--- src/rtl/irq_ctrl.sv ---
// irq_ctrl: synchronises external interrupt lines, latches edge/level requests and
// issues one prioritised request pulse to CP0 per ERET handshake.
module irq_ctrl #(
  parameter int NUM_SRC     = 8,
  parameter int SYNC_STAGES = 2
) (
  input  logic               clk,
  input  logic               rst_n,
  input  logic [NUM_SRC-1:0] src,
  input  logic               cfg_we,
  input  logic [1:0]         cfg_addr,
  input  logic [31:0]        cfg_wdata,
  output logic [31:0]        cfg_rdata,
  input  logic               eret_ack,
  output logic               ir_out,
  output logic [2:0]         ir_id,
  output logic               busy
);
  // state    | meaning
  // IDLE     | nothing outstanding, arbitrating pending requests
  // REQ      | single ir_out pulse cycle for the claimed source
  // WAIT_ACK | request delivered, holding off until CP0 reports ERET
  typedef enum logic [1:0] {
    IDLE     = 2'd0,
    REQ      = 2'd1,
    WAIT_ACK = 2'd2
  } state_t;

  localparam logic [1:0] ADDR_MASK   = 2'd0;
  localparam logic [1:0] ADDR_MODE   = 2'd1;
  localparam logic [1:0] ADDR_PEND   = 2'd2;

  state_t                              state;
  logic [SYNC_STAGES-1:0][NUM_SRC-1:0] sync_q;
  logic [NUM_SRC-1:0]                  s;
  logic [NUM_SRC-1:0]                  s_d;
  logic [NUM_SRC-1:0]                  mask;
  logic [NUM_SRC-1:0]                  mode;
  logic [NUM_SRC-1:0]                  pend;
  logic [NUM_SRC-1:0]                  req;
  logic [NUM_SRC-1:0]                  first;
  logic [NUM_SRC-1:0]                  claim;
  logic [NUM_SRC-1:0]                  w1c;
  logic [NUM_SRC-1:0]                  rise;
  logic [2:0]                          sel;
  logic                                unused_wdata;

  assign s     = sync_q[SYNC_STAGES-1];
  assign rise  = s & ~s_d;
  assign req   = pend & mask;
  // Isolates the lowest set bit; zero when nothing is requested.
  assign first = req & (~req + NUM_SRC'(1));
  assign claim = (state == IDLE) ? (first & mode) : '0;
  assign w1c   = (cfg_we && cfg_addr == ADDR_PEND) ? cfg_wdata[NUM_SRC-1:0] : '0;
  assign unused_wdata = ^cfg_wdata[31:NUM_SRC];

  always_comb begin
    sel = '0;
    for (int i = NUM_SRC - 1; i >= 0; i--) begin
      if (req[i]) sel = 3'(i);
    end
  end

  always_ff @(posedge clk) begin
    if (!rst_n) begin
      sync_q <= '0;
      s_d    <= '0;
      mask   <= '0;
      mode   <= '0;
      pend   <= '0;
    end else begin
      sync_q <= {sync_q[SYNC_STAGES-2:0], src};
      s_d    <= s;
      // Edge bits: a new edge beats any clear in the same cycle. Level bits follow s.
      pend   <= (mode & (rise | (pend & ~(w1c | claim)))) | (~mode & s);
      if (cfg_we && cfg_addr == ADDR_MASK) mask <= cfg_wdata[NUM_SRC-1:0];
      if (cfg_we && cfg_addr == ADDR_MODE) mode <= cfg_wdata[NUM_SRC-1:0];
    end
  end

  always_ff @(posedge clk) begin
    if (!rst_n) begin
      state  <= IDLE;
      ir_out <= 1'b0;
      ir_id  <= '0;
      busy   <= 1'b0;
    end else begin
      case (state)
        IDLE: begin
          if (|req) begin
            ir_id  <= sel;
            ir_out <= 1'b1;
            busy   <= 1'b1;
            state  <= REQ;
          end
        end
        REQ: begin
          ir_out <= 1'b0;
          state  <= WAIT_ACK;
        end
        WAIT_ACK: begin
          if (eret_ack) begin
            busy  <= 1'b0;
            state <= IDLE;
          end
        end
        default: begin
          ir_out <= 1'b0;
          busy   <= 1'b0;
          state  <= IDLE;
        end
      endcase
    end
  end

  always_comb begin
    cfg_rdata = '0;
    case (cfg_addr)
      ADDR_MASK: cfg_rdata[NUM_SRC-1:0] = mask;
      ADDR_MODE: cfg_rdata[NUM_SRC-1:0] = mode;
      ADDR_PEND: cfg_rdata[NUM_SRC-1:0] = pend;
      default: begin
        cfg_rdata[31]   = busy;
        cfg_rdata[10:8] = ir_id;
        cfg_rdata[1:0]  = state;
      end
    endcase
  end

endmodule

--- config.mk ---
export PLATFORM = sky130hd
export DESIGN_NAME = irq_ctrl
export DESIGN_NICKNAME = d
export VERILOG_FILES = /design/src/rtl/irq_ctrl.sv
export SDC_FILE = /design/constraint.sdc
export NUM_CORES = 1
export LEC_CHECK = 0
export CAP_MARGIN = 20
export CORE_MARGIN = 3
export CORE_UTILIZATION = 45
export DETAILED_ROUTE_END_ITERATION = 8
export GPL_ROUTABILITY_DRIVEN = 0
export GPL_TIMING_DRIVEN = 0
export PLACE_DENSITY = 0.8
export SLEW_MARGIN = 20
export SYNTH_ARGS = -nofsm -noshare
export SYNTH_HDL_FRONTEND = slang
export SYNTH_SLANG_ARGS = --single-unit
--- constraint.sdc ---
create_clock -name clk -period 1.8 [get_ports clk]
set_input_delay 0.36 -clock clk [delete_from_list [all_inputs] [get_ports clk]]
set_output_delay 0.36 -clock clk [all_outputs]
set_load 0.05 [all_outputs]
==> impl_metrics.ini, run 1 <==
[clock_network]
postCtsSetupBuffers = 0
clock_sinks = 55
cts_buffers = 5
cts_tree = done
cts_max_level = 2
clock_latency_ns = 0.30
clock_path_buffers = 2
clkTransAtPathRegs_ns = 0.09
clockRootBuffer = clkbuf_8

[yosys]
ys_ff_latch = 55
synth-xor-area-share_pct = 0
synth_compound_area_share_pct = 12.28
avgSynthCellArea_sq_um = 9.613
synth_top_family_by_area = simple AND/OR/NAND/NOR gates
synthAdderAreaFrac_pct = 0
synth_cell_types = 33
synth.yosys.warnings = 0
synthMuxAreaShare_pct = 11.24
netlist_instances = 249
yosysSeqAreaShare_pct = 46.00
synthSimpleGateAreaFrac_pct = 21.90
synth_area_sq_mm = 0.002394

[route]
avgViaCountPerCell = 5.000
final_antenna_net_count = 0
top_layer_used = met4
met3_length_um = 321
avgRoutedWirePerCell_um = 13.77
drt_iter0_drc = 106
firstDrtPassIters = 4
wl_mm = 5.219
wl_met2_mm = 2.616
m1WireLength_mm = 2.229
vias = 1895
drc = 0

[global_routing]
grt_pass1_wl_mm = 8.549
antenna_found_initial = 0
gr-total-overflow = 0
grt.total_usage_pct = 17.68
grt_max_degree = 17
grt_pass1_vias = 1770

[floorplanning]
initial_core_util_pct = 48.43
die_h_um = 78.93
fp.dieW_um = 78.93
coreArea_sq_mm = 0.004942
row_count = 25
ios = 83
fp.dieArea_sq_mm = 0.006230

[power]
p_leak_nw = 1.352
ir_worst_vdd_uv = 691.6
powerDensity_mw_per_mm2 = 816.1

[timing]
hold_viol_final = 0
max_freq_mhz = 567.7
slew_viol_final = 0
fin_crit_ns = 1.762
setup_slack_ns = 0.03835
max_slew_margin_pct = 51.95
fin_setup_tns_ns = 0
worstMarginPinSlew_ns = 0.7207
clock-skew-final_ns = 0.004540
setup_viol = 0
min_period_over_period_pct = 97.87

[run]
maxCapViolCount = 0

[finish]
multi_input_area_sq_mm = 0.001205
stdcell_count = 379
fill_cells = 466
antenna_cells = 0
area_growth_syn_to_layout_pct = 26.82
fin_util_pct = 61.42
nets = 357
drive_gt1_share_pct = 17.95
seqCellArea_sq_mm = 0.001102

[run_status]
status = finished clean

[setup_path]
endpoint = pend[7]$_SDFF_PN0_
r2r_cells = 4
required_ns = 2.00
startpoint = pend[2]$_SDFF_PN0_
cp-start-kind = flop
end_kind = flop
r2r_end = pend[7]$_SDFF_PN0_
crit_type = reg -> reg
reg2reg_slack_ns = 0.04
critPathMaxFanout = 6
timing.rr.start = pend[2]$_SDFF_PN0_
cp_data_arrival_time_ns = 1.96

[placement]
dp_hpwl_mm = 3.773
io_buffer_count = 36
dp_cells = 371
place_ws_ns = -1.198

[min_path]
hold_start = sync_q[5]$_SDFF_PN0_
hp-class = reg -> reg
Yosys cell counts, drive strengths merged:
library cell	instances	area (sq um)
nor3b	2	15.01
a22o	8	70.07
nor2	2	7.510
o21a	3	22.52
nand3	10	50.05
nand3b	1	7.510
dfxtp	55	1101
o211ai	1	7.510
mux2i	22	220.2
nor4	1	6.260
nor2b	19	118.9
inv	1	3.750
and2	27	168.9
clkbuf	10	37.54
conb	1	3.750
or2	1	8.760
o21ai	10	50.05
a21oi	7	35.03
mux4	2	48.80
nor3	1	5.000
or3	3	18.77
a21o	4	30.03
a32o	1	10.01
buf	22	160.1
nand2	21	78.83
and2b	1	7.510
and3	4	25.02
a221oi	6	52.55
a22oi	1	7.510
o32ai	1	8.760
nand4	1	6.260
area by class of cell:
type,count,share of cell area (%)
multi-input combinational,180,39.70
inverter,1,0.1237
tap,67,2.762
clock buffer,6,2.721
timing repair buffer,36,10.02
clock inverter,2,1.154
sequential,55,36.32
buffer,32,7.214
per-stage QoR:
stage / total power, mW / cell area [sq um] / hold WS [ns]
6_report: 2.477 / 3035 / 0.4384
5_1_grt: 2.584 / 3035 / 0.4687
4_1_cts: 2.494 / 3043 / 0.4396
3_5_place_dp: 1.667 / 2935 / 0.4169
3_3_place_gp: 1.661 / 2935 / 0.4137
2_1_floorplan: 1.565 / 2491 / 0.4119
power by group:
part | internal [mW] | total [mW] | switching, mW
logic | 0.139 | 0.357 | 0.218
registers | 1.26 | 1.29 | 0.0283
clock network | 0.450 | 0.835 | 0.384
total | 1.85 | 2.48 | 0.630
cell families after synthesis:
family | count (synthesis)
flip-flops | 55
AND/OR/NAND/NOR | 94
other | 1
multiplexers | 24
buffers and inverters | 33
AO/OA/AOI/OAI | 42
cells in the final DEF (no fill, tap or decap), types with 2 or more instances in the layout:
cell and instances:
a21oi_1 7, nand3_1 10, a21o_1 4, clkdlybuf4s50_1 18, nor3b_1 2, dfxtp_1 54
mux2i_1 21, and3_1 4, a221oi_1 6, mux4_2 2, clkbuf_1 7, or3_1 3
buf_2 9, nand2_1 21, a22o_1 7, clkbuf_8 8, o21ai_4 2, and2_1 27
o21ai_1 3, o21ai_0 4, nor2_1 2, nor2b_1 18, o21a_1 3, buf_4 25
conb_1 20, dlygate4sd2_1 5
worst min-delay path by stage:
stage | endpoint | cells past startpoint
6_report | s[5]$_SDFF_PN0_ | 1
5_1_grt | s[3]$_SDFF_PN0_ | 1
4_1_cts | s[3]$_SDFF_PN0_ | 1
3_5_place_dp | s[3]$_SDFF_PN0_ | 1
3_3_place_gp | s[5]$_SDFF_PN0_ | 1
2_1_floorplan | s[0]$_SDFF_PN0_ | 1
worst max-delay path: stages, from the launching register on:
cell,delay (ns)
dfxtp_1,0.39
a22o_4,0.31
or3_1,0.35
or3_1,0.37
a22o_1,0.24
metal layers:
layer | GRT usage (%) | vias to the layer above
met4 | 4.639 | 0
met5 | 0 | -
li1 | - | 942
met1 | 21.36 | 890
met3 | 4.762 | 6
met2 | 31.07 | 57
state kept, by name (all words and copies together), names as in the netlist:
signal  flops
mode        8
mask        8
ir_id       3
busy        1
sync_q      8
state       2
s           8
pend        8
s_d         8
ir_out      1
what timing repair did:
item | CTS | global route
setup endpoints to repair | 31 | 11
hold buffers | 0 | 0
resized for setup | 71 | 22
pin swaps | 0 | 0
(Power assumes the default switching activity.)
==> run 2, diff against run 1 <==
--- a/config.mk
+++ b/config.mk
@@ -12,7 +12,7 @@
 export GPL_ROUTABILITY_DRIVEN = 0
 export GPL_TIMING_DRIVEN = 0
 export PLACE_DENSITY = 0.8
-export SLEW_MARGIN = 20
+export SLEW_MARGIN = 25
 export SYNTH_ARGS = -nofsm -noshare
 export SYNTH_HDL_FRONTEND = slang
 export SYNTH_SLANG_ARGS = --single-unit
==> results of run 2 <==
Final layout, timing and power as in run 1 (identical DEF).
==> run 3, diff against run 2 <==
--- a/config.mk
+++ b/config.mk
@@ -8,9 +8,11 @@
 export CAP_MARGIN = 20
 export CORE_MARGIN = 3
 export CORE_UTILIZATION = 45
+export CTS_CLUSTER_SIZE = 28
 export DETAILED_ROUTE_END_ITERATION = 8
 export GPL_ROUTABILITY_DRIVEN = 0
 export GPL_TIMING_DRIVEN = 0
+export MAX_ROUTING_LAYER = met4
 export PLACE_DENSITY = 0.8
 export SLEW_MARGIN = 25
 export SYNTH_ARGS = -nofsm -noshare
==> run 3 against run 2 <==
Clock power decreased by 0.7%. Worst hold slack worse by 0.00056 ns. Wire length barely moved. Utilization did not move. Critical path depth did not move. Sequential cell count is the same. Sequential power about the same. Critical endpoint unchanged. Largest cell class unchanged.
==> impl_metrics.ini, run 3 (synthesis gave the netlist of run 1 again) <==
[setup_path]
slowest_stage = dfxtp_1
slowest_delay_ns = 0.39
reg2reg_slack_ns = 0.04
end_kind = flop
critPathMaxFanout = 6
crit_cells = 4
r2r_cells = 4
path_buf_inv = 0
cp_data_arrival_time_ns = 1.96
r2r_end = pend[7]$_SDFF_PN0_
path_cells = a22o_4 -> or3_1 -> or3_1 -> a22o_1
critPathTopFamily = simple AND/OR/NAND/NOR gates
cp-start-kind = flop
required_ns = 2.00
crit_type = reg -> reg
timing.rr.start = pend[2]$_SDFF_PN0_
crit_top_cell = or3_1

[timing]
clock-skew-final_ns = 0.005831
slew_viol_final = 0
worstMarginPinSlew_ns = 0.7275
fin_crit_ns = 1.759
setup_slack_ns = 0.04115
setup_viol = 0
fin_setup_tns_ns = 0
max_freq_mhz = 568.6
max_slew_margin_pct = 51.50
hold_viol_final = 0
min_period_over_period_pct = 97.71

[global_routing]
grt_pass1_vias = 1767
grt_pass1_wl_mm = 8.556
gr-total-overflow = 0
antenna_found_initial = 0
grt.total_usage_pct = 18.16
grt_max_degree = 17

[min_path]
hp-class = reg -> reg
holdPathStages = 1
hold_start = sync_q[5]$_SDFF_PN0_
holdPathEnd = s[5]$_SDFF_PN0_

[power]
ir_worst_vdd_uv = 686.8
powerDensity_mw_per_mm2 = 814.3
p_leak_nw = 1.352

[finish]
fin_util_pct = 61.42
area_growth_syn_to_layout_pct = 26.82
antenna_cells = 0
nets = 357
final_area_sq_mm = 0.003035
final_cell_mix = dfxtp_1, and2_1, buf_4, mux2i_1, nand2_1
fill_cells = 466
drive_gt1_share_pct = 17.95
final_common_cell = dfxtp_1

[route]
drc = 0
final_antenna_net_count = 0
vias = 1913
drt_iter0_drc = 100
wl_mm = 5.216
firstDrtPassIters = 4
avgViaCountPerCell = 5.047
avgRoutedWirePerCell_um = 13.76

[placement]
dp_hpwl_mm = 3.773
place_ws_ns = -1.198
io_buffer_count = 36
placed_area_sq_mm = 0.002935

[floorplanning]
initial_core_util_pct = 48.43
fp.dieW_um = 78.93
ios = 83
coreArea_sq_mm = 0.004942
row_count = 25
fp.dieArea_sq_mm = 0.006230
die_h_um = 78.93

[clock_network]
clock_path_buffers = 2
cts_buffers = 5
cts_tree = done
clkTransAtPathRegs_ns = 0.09
postCtsSetupBuffers = 0
clockRootBuffer = clkbuf_8
clock_sinks = 55
cts_max_level = 2
clock_latency_ns = 0.30

[run]
maxCapViolCount = 0

[run_status]
status = finished clean
-- run 3: metrics by stage --
step,total power [mW],hold WS (ns),std cells
final,2.472,0.4379,379
after floorplan,1.565,0.4119,268
after CTS,2.494,0.4396,379
after global routing,2.583,0.4687,379
after global placement,1.661,0.4137,371
after detailed placement,1.667,0.4169,371
-- run 3: worst max path at each step --
stage | from | to | slack (ns)
final | pend[2]$_SDFF_PN0_ | pend[7]$_SDFF_PN0_ | 0.04
after global routing | pend[2]$_SDFF_PN0_ | pend[7]$_SDFF_PN0_ | -0.005
after CTS | cfg_addr[1] | cfg_rdata[0] | 0.001
after detailed placement | cfg_addr[1] | cfg_rdata[31] | -1.20
after global placement | cfg_addr[1] | cfg_rdata[10] | -1.17
after floorplan | cfg_addr[0] | cfg_rdata[2] | -0.32
-- run 3: power breakdown --
group / switching [mW] / internal [mW]
registers: 0.0286 / 1.26
logic: 0.217 / 0.139
clock network: 0.379 / 0.450
-- run 3: worst register-to-register path: stages (launching register included) --
cell and delay [ns]:
dfxtp_1 0.39, a22o_4 0.31, or3_1 0.35, or3_1 0.37
a22o_1 0.24
-- run 3: cell type report --
cell class / instances / area, sq um / share of cell area, %
Buffer: 32 / 219.0 / 7.214
Clock inverter: 2 / 35.03 / 1.154
Sequential cell: 55 / 1102 / 36.32
Tap cell: 67 / 83.83 / 2.762
Multi-Input combinational cell: 180 / 1205 / 39.70
Timing Repair Buffer: 36 / 304.0 / 10.02
Clock buffer: 6 / 82.58 / 2.721
Inverter: 1 / 3.754 / 0.1237
-- run 3: repair_timing --
action | 4_1_cts | 5_1_grt
hold buffers | 0 | 0
setup endpoints to repair | 31 | 11
gates cloned | 0 | 0
gates resized for setup | 71 | 22
pin swaps | 0 | 0
-- run 3: layer usage --
metal | vias up | track usage, % | share of wire, %
li1 | 941 | - | -
met4 | 0 | 4.639 | 1.7
met2 | 66 | 31.15 | 50
met1 | 897 | 21.29 | 41
met3 | 9 | 4.762 | 6.9
met5 | - | - | 0
